--- src/rtl/hdmi_rd_sched_if.sv ---
// Read-request channel between the line-prefetch scheduler and the DDR read arbiter.
interface hdmi_rd_sched_if #(
  parameter int ADDR_W = 28
);
  logic              o_rd_req;
  logic [ADDR_W-1:0] o_rd_addr;
  logic              i_rd_ack;
  logic              i_rd_done;

  modport master (output o_rd_req, o_rd_addr, input i_rd_ack, i_rd_done);
  modport slave  (input o_rd_req, o_rd_addr, output i_rd_ack, i_rd_done);
endinterface

--- src/rtl/hdmi_rd_sched.sv ---
// HDMI line-prefetch scheduler: keeps up to PREFETCH line reads ahead of the scan,
// picks the frame bank at frame start, and flags lines shown before their data landed.
module hdmi_rd_sched #(
  parameter int V_ACT       = 720,
  parameter int LINE_BYTES  = 2560,
  parameter int FRAME_BYTES = 2097152,
  parameter int BASE_ADDR   = 0,
  parameter int ADDR_W      = 28,
  parameter int PREFETCH    = 2
) (
  input  logic                  clk,
  input  logic                  rstn,
  input  logic                  i_vsync,
  input  logic                  i_de,
  input  logic [1:0]            i_bank,
  hdmi_rd_sched_if.master       rd,
  output logic                  o_busy,
  output logic                  o_underrun,
  output logic                  o_flush
);

  typedef enum logic [2:0] {S_IDLE, S_START, S_REQ, S_WAIT, S_DONE, S_FLUSH} state_t;

  state_t            state, state_nxt;
  logic              vs_d, de_d;
  logic [1:0]        bank, bank_nxt;
  logic [9:0]        req_cnt, done_cnt, disp_cnt;
  logic [9:0]        req_nxt, done_nxt, disp_nxt;
  logic              fs_pend, fs_pend_nxt;
  logic              underrun_nxt;
  logic [ADDR_W-1:0] addr_nxt;
  logic              fs, ls, le, ack, done_ok;

  assign fs      = i_vsync & ~vs_d;
  assign ls      = i_de & ~de_d;
  assign le      = ~i_de & de_d;
  assign ack     = (state == S_REQ) & rd.i_rd_ack;
  assign done_ok = rd.i_rd_done & (done_cnt != req_cnt);

  // Evaluated as req < disp + PREFETCH so a scan that has overtaken fetching still grants credit.
  function automatic logic has_credit(input logic [9:0] req, input logic [9:0] disp);
    return (req < 10'(V_ACT)) && ({1'b0, req} < ({1'b0, disp} + 11'(PREFETCH)));
  endfunction

  always_comb begin
    state_nxt    = state;
    bank_nxt     = bank;
    fs_pend_nxt  = fs_pend;
    req_nxt      = req_cnt + 10'(ack);
    done_nxt     = done_cnt + 10'(done_ok);
    disp_nxt     = (le && (disp_cnt < 10'(V_ACT))) ? disp_cnt + 10'd1 : disp_cnt;
    underrun_nxt = o_underrun | (o_busy & ls & (done_cnt <= disp_cnt));

    unique case (state)
      S_IDLE: begin
        if (fs) state_nxt = S_START;
      end
      S_START: begin
        bank_nxt     = (i_bank == 2'd3) ? 2'd0 : i_bank;
        req_nxt      = '0;
        done_nxt     = '0;
        disp_nxt     = '0;
        fs_pend_nxt  = 1'b0;
        underrun_nxt = 1'b0;
        state_nxt    = S_REQ;
      end
      S_REQ: begin
        // A frame start here waits for the outstanding request to be accepted first.
        if (fs) begin
          fs_pend_nxt  = 1'b1;
          underrun_nxt = 1'b1;
        end
        if (ack) begin
          if (fs || fs_pend) begin
            fs_pend_nxt = 1'b0;
            state_nxt   = (done_nxt != req_nxt) ? S_FLUSH : S_START;
          end else if (!has_credit(req_nxt, disp_nxt)) begin
            state_nxt = S_WAIT;
          end
        end
      end
      S_WAIT: begin
        if (fs) begin
          underrun_nxt = 1'b1;
          state_nxt    = (done_nxt != req_nxt) ? S_FLUSH : S_START;
        end else if (has_credit(req_cnt, disp_cnt)) begin
          state_nxt = S_REQ;
        end else if ((req_cnt == 10'(V_ACT)) && (done_cnt == 10'(V_ACT))) begin
          state_nxt = S_DONE;
        end
      end
      S_DONE: begin
        if (fs) state_nxt = S_START;
      end
      S_FLUSH: begin
        if (done_cnt == req_cnt) state_nxt = S_START;
      end
      default: state_nxt = S_IDLE;
    endcase

    addr_nxt = ADDR_W'(BASE_ADDR)
             + ADDR_W'(bank_nxt) * ADDR_W'(FRAME_BYTES)
             + ADDR_W'(req_nxt) * ADDR_W'(LINE_BYTES);
  end

  always_ff @(posedge clk or negedge rstn) begin
    if (!rstn) begin
      state        <= S_IDLE;
      vs_d         <= 1'b0;
      de_d         <= 1'b0;
      bank         <= '0;
      req_cnt      <= '0;
      done_cnt     <= '0;
      disp_cnt     <= '0;
      fs_pend      <= 1'b0;
      rd.o_rd_req  <= 1'b0;
      rd.o_rd_addr <= '0;
      o_busy       <= 1'b0;
      o_underrun   <= 1'b0;
      o_flush      <= 1'b0;
    end else begin
      state       <= state_nxt;
      vs_d        <= i_vsync;
      de_d        <= i_de;
      bank        <= bank_nxt;
      req_cnt     <= req_nxt;
      done_cnt    <= done_nxt;
      disp_cnt    <= disp_nxt;
      fs_pend     <= fs_pend_nxt;
      rd.o_rd_req <= (state_nxt == S_REQ);
      if (state_nxt == S_REQ) rd.o_rd_addr <= addr_nxt;
      o_busy      <= (state_nxt == S_START) || (state_nxt == S_REQ) ||
                     (state_nxt == S_WAIT)  || (state_nxt == S_FLUSH);
      o_underrun  <= underrun_nxt;
      o_flush     <= (state_nxt == S_FLUSH);
    end
  end

endmodule

--- src/flat_wrapper.sv ---
// flat-port wrapper written by rule: the top's interface ports become plain ports
module hdmi_rd_sched_flat 
#(
  parameter int V_ACT       = 720,
  parameter int LINE_BYTES  = 2560,
  parameter int FRAME_BYTES = 2097152,
  parameter int BASE_ADDR   = 0,
  parameter int ADDR_W      = 28,
  parameter int PREFETCH    = 2
)
  (clk, rstn, i_vsync, i_de, i_bank, o_busy, o_underrun, o_flush, rd_o_rd_req, rd_o_rd_addr, rd_i_rd_ack, rd_i_rd_done);
  hdmi_rd_sched_if #(.ADDR_W(ADDR_W)) rd_i ();
  input  logic clk;
  input  logic rstn;
  input  logic i_vsync;
  input  logic i_de;
  input  logic [1:0] i_bank;
  output logic o_busy;
  output logic o_underrun;
  output logic o_flush;
  output wire logic [$bits(rd_i.o_rd_req)-1:0] rd_o_rd_req;
  output wire logic [$bits(rd_i.o_rd_addr)-1:0] rd_o_rd_addr;
  input wire logic [$bits(rd_i.i_rd_ack)-1:0] rd_i_rd_ack;
  input wire logic [$bits(rd_i.i_rd_done)-1:0] rd_i_rd_done;
  assign rd_o_rd_req = rd_i.o_rd_req;
  assign rd_o_rd_addr = rd_i.o_rd_addr;
  assign rd_i.i_rd_ack = rd_i_rd_ack;
  assign rd_i.i_rd_done = rd_i_rd_done;
  hdmi_rd_sched #(.V_ACT(V_ACT), .LINE_BYTES(LINE_BYTES), .FRAME_BYTES(FRAME_BYTES), .BASE_ADDR(BASE_ADDR), .ADDR_W(ADDR_W), .PREFETCH(PREFETCH)) u_core (.clk(clk), .rstn(rstn), .i_vsync(i_vsync), .i_de(i_de), .i_bank(i_bank), .rd(rd_i), .o_busy(o_busy), .o_underrun(o_underrun), .o_flush(o_flush));
endmodule
--- config.mk ---
export PLATFORM = sky130hd
export DESIGN_NAME = hdmi_rd_sched_flat
export DESIGN_NICKNAME = d
export VERILOG_FILES = /design/src/rtl/hdmi_rd_sched_if.sv /design/src/rtl/hdmi_rd_sched.sv /design/src/flat_wrapper.sv
export SDC_FILE = /design/constraint.sdc
export NUM_CORES = 1
export LEC_CHECK = 0
export BUFFER_PORTS_ARGS = -buffer_cell sky130_fd_sc_hd__buf_2
export CAP_MARGIN = 15
export CORE_UTILIZATION = 52
export CTS_CLUSTER_DIAMETER = 150
export CTS_CLUSTER_SIZE = 16
export DETAILED_ROUTE_END_ITERATION = 7
export PLACE_DENSITY = 0.76
export SLEW_MARGIN = 20
export SYNTH_ARGS = -nofsm -noshare
export SYNTH_HDL_FRONTEND = slang
export SYNTH_SLANG_ARGS = --single-unit
--- constraint.sdc ---
create_clock -name clk -period 13.07 [get_ports clk]
set_input_delay 0.6535 -clock clk [delete_from_list [all_inputs] [get_ports clk]]
set_output_delay 0.6535 -clock clk [all_outputs]
set_load 0.02 [all_outputs]
After elaboration in Yosys (flattened, before gate mapping). Index checks and enable logic that the tools add are counted. Widths: inputs -> output; s select.

$add $sub $neg: 6. Multipliers: 1. Divide/modulo/power cells: 0. Order comparisons: 6. Eq/ne operators: 15. Shifts and indexed selects: 0. Mux-type cells: 22. Bitwise gates (word level): 11. Reduce and logical (&&, ||, !) cells: 12.

Operators by type and width (number): $mux 10 (4); $lt 10x10->1 const B (3); $mux 3 (9); $add 23x22->24 (1); $add 10x2->11 const B (2); $lt 10x11->1 (2); $add 10x1->10 (2); $eq 10x10->1 const B (2); $ne 10x10->1 (2); $pmux 3 s5 (1); $mul 10x3->13 const B (1); $eq 3x2->1 const B (4); $add 10x1->10 const B (1); $eq 10x10->1 (1); $le 10x10->1 (1); $eq 3x3->1 const B (3); $and 1x1->1 (7); $eq 3x1->1 const B (2); $logic_and 1x1->1 (4); $logic_or 1x1->1 (4); $mux 1 (4); $mux 2 (2); $pmux 1 s2 (2); $reduce_or 2->1 (2); 5 further kinds (7).

Bits in registers: 70. Bits in latches: 0. Memory bits (writable): 0. ROM bits: 0. Input bits: 8. Output and inout port bits: 32. Logic and storage cells: 86. Memories kept: 0.

Depth between registers and ports, before layout. Gate-level depths: netlist (run 1).

Word-level depth: 15. Gate-level depth with buffers: 21. Depth with buffers taken out: 20.

Worst setup path after synthesis (run 1). OpenSTA, ideal clock, no wires.

Kind: register -> register. Start: register u_core.state[1]. End: register u_core.rd.o_rd_addr[22]. Setup time: 0.125 ns. Arrival time: 4.309 ns. Required time: 12.945 ns. Setup slack: 8.636 ns. Stages on the path, launching flop included: 22. Buffers on the path: 1. Clock period less this slack: 4.434 ns. Path through: dfrtp_1 > inv_1 > nor2_1 > and3b_1 > ha_1 > ha_1 > clkbuf_1 > nand3_1 > xor2_1 > nor2_1 > ha_1 > ha_1 > a21o_1 > a21oi_1 > nor2b_1 > o21a_1 > o41ai_1 > o21a_1 > nor2_1 > ha_1 > ha_1 > mux2_4.

Elaborated cells on any way between the ends: 28. Classes of those cells: add/sub: 2; mul: 1; order compare: 2; eq/ne: 7; mux: 12; bitwise: 1; reduce/logical: 3.

RTL lines: start: declaration (RTL line hdmi_rd_sched.sv:24) `state_t state, state_nxt;`; start signal: assignment (RTL line hdmi_rd_sched.sv:122) `state <= state_nxt;`; $eq 3x2->1 (RTL line hdmi_rd_sched.sv:37) `assign ack = (state == S_REQ) & rd.i_rd_ack;`; $and 1x1->1 (RTL line hdmi_rd_sched.sv:37); $add 10x1->10 (RTL line hdmi_rd_sched.sv:49) `req_nxt = req_cnt + 10'(ack);`; $mux 10 * (RTL line hdmi_rd_sched.sv:54) `unique case (state)`; net u_core.req_nxt[4] (RTL line hdmi_rd_sched.sv:28) `logic [9:0] req_nxt, done_nxt, disp_nxt;`; $mul 10x3->13 * (RTL line hdmi_rd_sched.sv:103) `+ ADDR_W'(req_nxt) * ADDR_W'(LINE_BYTES);`; $add 23x22->24 * (RTL line hdmi_rd_sched.sv:103); net u_core.addr_nxt[22] (RTL line hdmi_rd_sched.sv:31) `logic [ADDR_W-1:0] addr_nxt;`; end signal: assignment (RTL line hdmi_rd_sched.sv:131) `if (state_nxt == S_REQ) rd.o_rd_addr <= addr_nxt;`; end: declaration (RTL line hdmi_rd_sched_if.sv:10) `modport master (output o_rd_req, o_rd_addr, input i_rd_ack, i_rd_done);`.

The timed path passes the listed nets; every way through them passes the cells marked *. A chain may end at the register's enable or synchronous reset.

Final worst setup path (run 1). Ends and elaborated chain as after synthesis.

==> results.json, run 1 <==
{
  "status": "finished, final reports clean",
  "num_antenna_cells": 0,
  "path_depth": 20,
  "r2r_end": "u_core.rd.o_rd_addr[22]",
  "slew_violations": 0,
  "skew_ns": 0.009120,
  "worst_path_most_repeated_cell": "ha_1",
  "via_count": 3834,
  "synth_ff_type": "dfrtp_1",
  "cts.htree.levels": 3,
  "report.power.total_uw": 867.9,
  "io_buffers": 26,
  "drt_wl_total_um": 10990,
  "yosys_warnings": 0,
  "ios": 40,
  "rr_worst_depth": 20,
  "crit_slowest_cell": "dfrtp_1",
  "r2r_slack_ns": 7.99,
  "grtUsageTotal": 0.2415,
  "drv_cap": 0,
  "power_frac_comb": 0.442,
  "cts_buffers": 9,
  "crit_required_ns": 13.30,
  "yosys.cell_count.top_type": "dfrtp_1",
  "r2r_start": "u_core.state[1]",
  "critPathTopFamily": "adder cells",
  "p_switching_uw": 344.5,
  "place_congestion": 0.9320,
  "hold_class": "in -> reg",
  "grt_max_degree": 58,
  "crit_path_end": "u_core.rd.o_rd_addr[22]",
  "hold_buffers": 0,
  "ir_drop_mv": 0.08557,
  "cts-root-buf": "clkbuf_8",
  "die_h_um": 97.07,
  "start_kind": "flip-flop",
  "rsz0062_at_grt": "false",
  "start_util": 0.5389,
  "synth_area_per_cell_sq_um": 9.306,
  "drc": 0,
  "dr.pass1.iters": 5,
  "syn_inst": 505,
  "leakage_nw": 2.493,
  "worst_pin_slew_ns": 0.9199,
  "setup_viol": 0,
  "crit_fanout": 8,
  "pwr-share-seq": 0.323,
  "relSlewSlack": 0.3868,
  "cp_num_buf_inv": 1,
  "core_area_sq_um": 8721,
  "path_clk_slew_ns": 0.07,
  "p_sw_frac": 0.3970,
  "rows": 34,
  "cts.sinks": 57,
  "arrival_ns": 5.31,
  "dp_hpwl_um": 8277,
  "fin_crit_sh": 0.3888,
  "synthDistinctLibCells": 63,
  "grt_antenna_before_repair": 0,
  "fmax_mhz": 196.8,
  "num-nets-final": 584,
  "synth_commonest_cells": "dfrtp_1 (57), ha_1 (53), xnor2_1 (36)",
  "grt_pass1_vias": 3750,
  "die_w_um": 97.07,
  "postRouteAntennaNets": 0,
  "cp-startpoint": "u_core.state[1]",
  "clkPwrFrac": 0.234,
  "hold_ws_ns": 0.4408,
  "slowest_delay_ns": 0.47,
  "finalHoldViolations": 0,
  "min_period_ns": 5.082,
  "clock_latency_ns": 0.34,
  "crit_path_cell_trace": "inv_1, nor2_1, and3b_1, ha_1, ha_1, nand3_1, xor2_1, nor2_1, ha_1, ha_1, a21o_1, a21oi_1, nor2b_1, o21a_1, o41ai_1, o21a_1, nor2_1, ha_1, ha_1, mux2_4",
  "synth.largest_area_cell": "dfrtp_1",
  "place_ws_ns": 7.686,
  "p_per_area_nw_per_um2": 172.0,
  "cts_setup_buffers": 0,
  "synth.top_cell.area_share": 0.3035,
  "ys_ff_latch": 57,
  "worst_slack_ns": 7.988,
  "cts_tree": "done",
  "async_reset_ff_frac": 1.000,
  "via_per_inst": 6.047,
  "intPower_uw": 523.4,
  "cts_resized": 0,
  "drive_above_1_share": 0.1217,
  "grt_pass1_wl_um": 18040,
  "syn-cell-area_sq_um": 4700,
  "yosysSeqAreaShare": 0.3035,
  "critPathKind": "reg -> reg",
  "drtIter0Drc": 271,
  "area_growth_pct": 7.401,
  "netlist_top_cells_area": "dfrtp_1 (30%), ha_1 (14%), xnor2_1 (6.7%), mux2_4 (2.9%), nor2_1 (2.8%)",
  "end_kind": "flip-flop",
  "synth_edf_count": 0,
  "wl_per_cell_um": 17.33,
  "fin_setup_tns_ns": 0,
  "die_area_sq_um": 9422,
  "overflow": 0,
  "cts_buffer_depth": 2
}
==> cell type report <==
class | instances | area, sq um
Clock buffer | 10 | 137.6
Fill cell | 761 | 3674
Multi-Input combinational cell | 402 | 3009
Tap cell | 108 | 135.1
Inverter | 24 | 90.09
Sequential cell | 57 | 1426
Timing Repair Buffer | 28 | 145.1
Clock inverter | 5 | 103.9
==> worst min-delay path by stage <==
stage                     cells past startpoint            from  slack (ns)        endpoint
after floorplan                               0            rstn        0.36  u_core.bank[0]
final                                         1            i_de        0.44     u_core.de_d
after global routing                          1            i_de        0.44     u_core.de_d
after global placement                        2  u_core.bank[0]        0.46  u_core.bank[0]
after detailed placement                      2  u_core.bank[1]        0.46  u_core.bank[1]
after CTS                                     1            i_de        0.43     u_core.de_d
==> flip-flops by register name, summed over array words and instances (netlist names) <==
signal               flops
u_core.o_busy            1
u_core.rd.o_rd_addr     15
u_core.bank              2
u_core.done_cnt         10
u_core.rd.o_rd_req       1
u_core.fs_pend           1
u_core.disp_cnt         10
u_core.o_flush           1
u_core.de_d              1
u_core.state             3
u_core.req_cnt          10
u_core.vs_d              1
u_core.o_underrun        1
==> power by group through the flow <==
stage / Combinational, mW / Sequential [mW] / Clock [mW]
finish: 0.384 / 0.281 / 0.203
global route: 0.429 / 0.287 / 0.216
CTS: 0.385 / 0.279 / 0.207
detailed placement: 0.382 / 0.281 / 0
global placement: 0.372 / 0.281 / 0
floorplan: 0.313 / 0.266 / 0
==> kinds of logic (layout without fill, tap and decap cells) <==
group / after synthesis / in the layout / synth area share
compound gates: 100 / 100 / 0.1507
simple gates: 165 / 165 / 0.1866
xor+xnor: 50 / 50 / 0.09318
fa+ha+maj: 54 / 54 / 0.1454
mux: 20 / 20 / 0.05405
other cells: 1 / 13 / 0.0007980
flops: 57 / 57 / 0.3035
buf+inv: 58 / 67 / 0.06576
==> layout by cell type, fill, tap and decap left out, types with 12 or more instances in the layout <==
cell type,count
a21o_1,12
a21oi_1,18
buf_2,26
conb_1,13
dfrtp_1,57
ha_1,53
inv_1,24
nand2_1,31
nand3_1,21
nand4_1,15
nor2_1,35
o21ai_0,14
xnor2_1,36
xor2_1,14
==> routing by layer <==
layer	up-vias	part of all wire	GRT usage	wire length, um
met3	21	0.051	0.04892	557
met4	0	0.021	0.07348	235
li1	1842	-	-	-
met2	125	0.47	0.4057	5196
met5	-	0	0	0
met1	1846	0.45	0.3131	4998
==> per-stage QoR <==
stage                     utilization  std cells  cell area, sq um
after floorplan                     -        517              4745
after global placement         0.5511        619              4806
after detailed placement       0.5511        619              4806
after CTS                      0.5788        634              5047
after global routing           0.5788        634              5047
final                          0.5788        634              5047
==> worst register-to-register path, stage by stage (launching register included) <==
cell,delay (ns)
dfrtp_1,0.47
inv_1,0.12
nor2_1,0.22
and3b_1,0.27
ha_1,0.28
ha_1,0.32
nand3_1,0.14
xor2_1,0.30
nor2_1,0.13
ha_1,0.35
ha_1,0.31
a21o_1,0.17
a21oi_1,0.22
nor2b_1,0.09
o21a_1,0.19
o41ai_1,0.46
o21a_1,0.18
nor2_1,0.05
ha_1,0.19
ha_1,0.27
mux2_4,0.25
Power figures use the tool's default switching activity.
==> run 2: changes to the inputs <==
clock period = 5.3 ns   (was 13.07 ns; I/O delays follow)
==> run 2 against run 1 <==
First-iteration DRC count increased by 51%. Hold slack got worse by 0.39 ns. Clock skew about the same. Largest cell class unchanged.
==> results.json, run 2 (same netlist as run 1, synthesis figures left out) <==
{
  "cts_setup_buffers": 0,
  "design_area_sq_um": 5032,
  "cts.htree.levels": 3,
  "place_congestion": 0.9920,
  "cts_resized": 0,
  "dpl_cell_area_sq_um": 4828,
  "die_w_um": 97.07,
  "crit_path_cell_trace": "inv_1, nor2_1, and3b_1, ha_1, ha_1, nand2_1, or3_1, a21oi_1, ha_1, ha_1, nor2b_1, o21a_1, o41ai_1, o21a_1, nor2_1, ha_1, ha_1, mux2_4",
  "num_antenna_cells": 0,
  "rsz0062_at_grt": "false",
  "drt_wl_total_um": 11520,
  "clock_latency_ns": 0.35,
  "start_util": 0.5389,
  "grt_pass1_vias": 3961,
  "ios": 40,
  "fin_setup_tns_ns": 0,
  "core_area_sq_um": 8721,
  "via_per_inst": 6.201,
  "start_kind": "flip-flop",
  "status": "finished, final reports clean",
  "dr.pass1.iters": 5,
  "grt_pass1_wl_um": 19180,
  "dp_hpwl_um": 8563,
  "drc": 0,
  "end_kind": "flip-flop",
  "cts_buffers": 9,
  "die_h_um": 97.07,
  "worst_pin_slew_ns": 0.7441,
  "area_growth_pct": 7.082,
  "largest_reg_flops": 15,
  "grt_antenna_before_repair": 0,
  "report.power.total_mw": 2.092,
  "leakage_nw": 2.481,
  "cp_num_buf_inv": 1,
  "final_common_cell": "dfrtp_1",
  "drtIter0Drc": 409,
  "wl_per_cell_um": 18.06,
  "crit_fanout": 8,
  "top_register": "u_core.rd.o_rd_addr",
  "critPathKind": "reg -> reg",
  "dp_cells": 622,
  "fin_crit_sh": 0.9224,
  "critPathTopFamily": "adder cells",
  "rows": 34,
  "num-nets-final": 587,
  "setup_viol": 0,
  "ir_drop_mv": 0.2102,
  "crit_slowest_cell": "dfrtp_1",
  "cts_tree": "done",
  "place_ws_ns": 0.4878,
  "fmax_mhz": 204.6,
  "grtUsageTotal": 0.2525,
  "fin_util": 0.5770,
  "overflow": 0,
  "slowest_delay_ns": 0.45,
  "worst_slack_ns": 0.4112,
  "hold_class": "in -> reg",
  "hold_buffers": 0,
  "cts_buffer_depth": 2,
  "finalHoldViolations": 0,
  "crit_required_ns": 5.54,
  "worst_path_most_repeated_cell": "ha_1",
  "postRouteAntennaNets": 0,
  "p_per_area_nw_per_um2": 415.7,
  "cts.sinks": 57,
  "drv_cap": 0,
  "die_area_sq_um": 9422,
  "drive_above_1_share": 0.1283,
  "min_period_ns": 4.889,
  "fin_cells": 638,
  "layout_common_cells": "dfrtp_1 (57), ha_1 (53), xnor2_1 (36), nor2_1 (35), nand2_1 (31)",
  "arrival_ns": 5.13,
  "slew_violations": 0,
  "via_count": 3956,
  "path_clk_slew_ns": 0.08,
  "grt_max_degree": 58,
  "skew_ns": 0.008893,
  "cts-root-buf": "clkbuf_8",
  "hold_ws_ns": 0.05158,
  "relSlewSlack": 0.5039,
  "io_buffers": 26
}
## run 2: changes by cell type in the layout (fill, tap and decap cells not counted)
cell        delta
clkinvlp_4     +2
inv_6          +1
buf_4          +3
clkinv_4       +2
clkbuf_8       -1
bufinv_16      -2
clkinv_2       -1
## run 2: final timing paths
kind	to	slack (ns)	cells after the start	start
worst max-delay path	u_core.rd.o_rd_addr[22]	0.41	18	u_core.state[1]
worst min-delay path	u_core.de_d	0.05	1	i_de
worst max register to register	u_core.rd.o_rd_addr[22]	0.41	18	u_core.state[1]
worst min register to register	u_core.bank[0]	0.48	2	u_core.bank[0]
max in group asynchronous	u_core.req_cnt[6]	4.74	2	rstn
min in group asynchronous	u_core.disp_cnt[4]	0.06	2	rstn
## run 2: power breakdown
part	switching (mW)	internal, mW	total, mW
Combinational	0.527	0.441	0.968
Clock	0.207	0.221	0.428
Sequential	0.162	0.533	0.696
Total	0.897	1.20	2.09
## run 2: worst register-to-register path, stage by stage (launching register included)
cell and delay, ns:
dfrtp_1 0.45, inv_1 0.11, nor2_1 0.20, and3b_1 0.25
ha_1 0.26, ha_1 0.33, nand2_1 0.11, or3_1 0.40
a21oi_1 0.39, ha_1 0.32, ha_1 0.33, nor2b_1 0.14
o21a_1 0.18, o41ai_1 0.41, o21a_1 0.17, nor2_1 0.05
ha_1 0.19, ha_1 0.26, mux2_4 0.25
## run 2: final cells by class
class                   count  area (sq um)
fillers                   754          3689
multi-input cells         402          3009
flip-flops and latches     57          1426
repair buffers             31         167.7
well taps                 108         135.1
clock buffers               9         123.9
inverters                  24         90.09
clock inverters             7         80.08
## run 2: layer usage
metal,up-vias,wire length [um],GRT usage
met5,-,0,0
met4,0,365,0.1251
met3,38,853,0.03669
met2,186,5311,0.4030
met1,1890,4990,0.3349
li1,1842,-,-
==> run 3: changes to the inputs <==
CORE_ASPECT_RATIO = 0.9   (was not set)
==> run 3 against run 2 <==
Maximum frequency about the same. Via count fell by 0.56%. Non-clock buffer count unchanged.
==> results.json, run 3 (same netlist as run 1, synthesis figures left out) <==
{
  "status": "finished, final reports clean",
  "hold_buffers": 0,
  "area_growth_pct": 7.881,
  "relSlewSlack": 0.5063,
  "drc": 0,
  "grtUsageTotal": 0.2629,
  "design_area_sq_um": 5070,
  "overflow": 0,
  "ir_drop_mv": 0.2147,
  "crit_slowest_cell": "dfrtp_1",
  "ios": 40,
  "drv_cap": 0,
  "rows": 32,
  "multi_input_area_sq_um": 3009,
  "r2r_end": "u_core.rd.o_rd_addr[22]",
  "cts_resized": 0,
  "dr.pass1.iters": 5,
  "finalHoldViolations": 0,
  "min_period_ns": 4.888,
  "start_util": 0.5409,
  "leakage_nw": 2.498,
  "worst_slack_ns": 0.4120,
  "via_per_inst": 6.062,
  "end_kind": "flip-flop",
  "cts.htree.levels": 3,
  "top_register": "u_core.rd.o_rd_addr",
  "num-nets-final": 587,
  "r2r_start": "u_core.state[1]",
  "cts_buffers": 9,
  "start_kind": "flip-flop",
  "skew_ns": 0.01101,
  "p_per_area_nw_per_um2": 419.4,
  "worst_path_most_repeated_cell": "ha_1",
  "dp_cells": 633,
  "cts-root-buf": "clkbuf_8",
  "r2r_slack_ns": 0.41,
  "arrival_ns": 5.13,
  "slew_violations": 0,
  "seq_area_sq_um": 1426,
  "die_h_um": 92.19,
  "critPathKind": "reg -> reg",
  "cts_tree": "done",
  "setup_viol": 0,
  "grt_pass1_wl_um": 18730,
  "place_congestion": 0.9494,
  "die_area_sq_um": 9422,
  "fin_util": 0.5835,
  "via_count": 3934,
  "crit_fanout": 8,
  "crit_required_ns": 5.54,
  "drive_above_1_share": 0.1283,
  "path_clk_slew_ns": 0.07,
  "hold_depth": 1,
  "fin_setup_tns_ns": 0,
  "hold_ws_ns": 0.04328,
  "crit_path_cell_trace": "inv_1, nor2_1, and3b_1, ha_1, ha_1, nand3_1, xor2_1, nor2_1, ha_1, ha_1, a21o_1, a21oi_1, nor2b_1, o21a_1, o41ai_1, o21a_1, nor2_1, ha_1, ha_1, mux2_4",
  "hold_class": "in -> reg",
  "fin_crit_sh": 0.9223,
  "grt_antenna_before_repair": 0,
  "core_area_sq_um": 8688,
  "clock_latency_ns": 0.36,
  "fmax_mhz": 204.6,
  "io_buffers": 26,
  "wl_per_cell_um": 17.41,
  "place_ws_ns": 0.4528,
  "grt_max_degree": 58,
  "rr_worst_depth": 20,
  "worst_pin_slew_ns": 0.7406,
  "drtIter0Drc": 317,
  "slowest_delay_ns": 0.46,
  "dp_hpwl_um": 8519,
  "drt_wl_total_um": 11300,
  "largest_reg_flops": 15,
  "cts_setup_buffers": 0,
  "rsz0062_at_grt": "false",
  "die_w_um": 102.2,
  "worstHoldStart": "i_de",
  "final_common_cell": "dfrtp_1",
  "layout_common_cells": "dfrtp_1 (57), ha_1 (53), xnor2_1 (36), nor2_1 (35), nand2_1 (31)",
  "dpl_cell_area_sq_um": 4842,
  "fillCellCount": 777,
  "min_delay_worst_endpoint": "u_core.de_d",
  "grt_pass1_vias": 3830,
  "fin_cells": 649,
  "cts.sinks": 57,
  "report.power.total_mw": 2.126,
  "cts_buffer_depth": 2,
  "postRouteAntennaNets": 0,
  "num_antenna_cells": 0
}
run 3: cell count changes in the layout (fill, tap and decap cells not counted), sizes merged:
cell / delta
bufinv: +1
clkbuf: +1
clkinv: -1
clkinvlp: -1
run 3: area by class of cell:
class,instances,share of cell area
clock inverters,6,0.01777
clock buffers,10,0.02715
well taps,119,0.02937
multi-input cells,402,0.5935
repair buffers,31,0.03307
flip-flops and latches,57,0.2813
inverters,24,0.01777
run 3: worst max-delay path by stage:
stage | start | slack (ns) | cells after the start | endpoint
finish | u_core.state[1] | 0.41 | 20 | u_core.rd.o_rd_addr[22]
global route | u_core.state[1] | 0.08 | 20 | u_core.rd.o_rd_addr[22]
CTS | u_core.state[1] | 0.44 | 20 | u_core.rd.o_rd_addr[22]
detailed placement | u_core.state[1] | 0.45 | 20 | u_core.rd.o_rd_addr[22]
global placement | u_core.state[1] | 0.65 | 20 | u_core.rd.o_rd_addr[22]
floorplan | u_core.state[1] | 0.87 | 21 | u_core.rd.o_rd_addr[22]
run 3: worst max-delay path: cells and delay by family, from the launching register on:
family                   cells  cell delay, ns
buffers and inverters        1            0.11
adder cells (fa/ha/maj)      6            1.70
flip-flops                   1            0.46
multiplexers                 1            0.26
AO/OA/AOI/OAI                5            1.10
XOR/XNOR                     1            0.32
AND/OR/NAND/NOR              6            0.82
run 3: metal layers:
| metal | GRT usage | routed length [um] |
|---|---|---|
| met3 | 0.05716 | 838 |
| met5 | 0 | 0 |
| met1 | 0.3539 | 5042 |
| met2 | 0.4139 | 5216 |
| met4 | 0.09167 | 204 |
run 3: power breakdown:
| group | internal, mW | switching, mW | leakage (nW) |
|---|---|---|---|
| clock network | 0.279 | 0.194 | 0.113 |
| registers | 0.534 | 0.161 | 0.759 |
| logic | 0.440 | 0.519 | 1.63 |
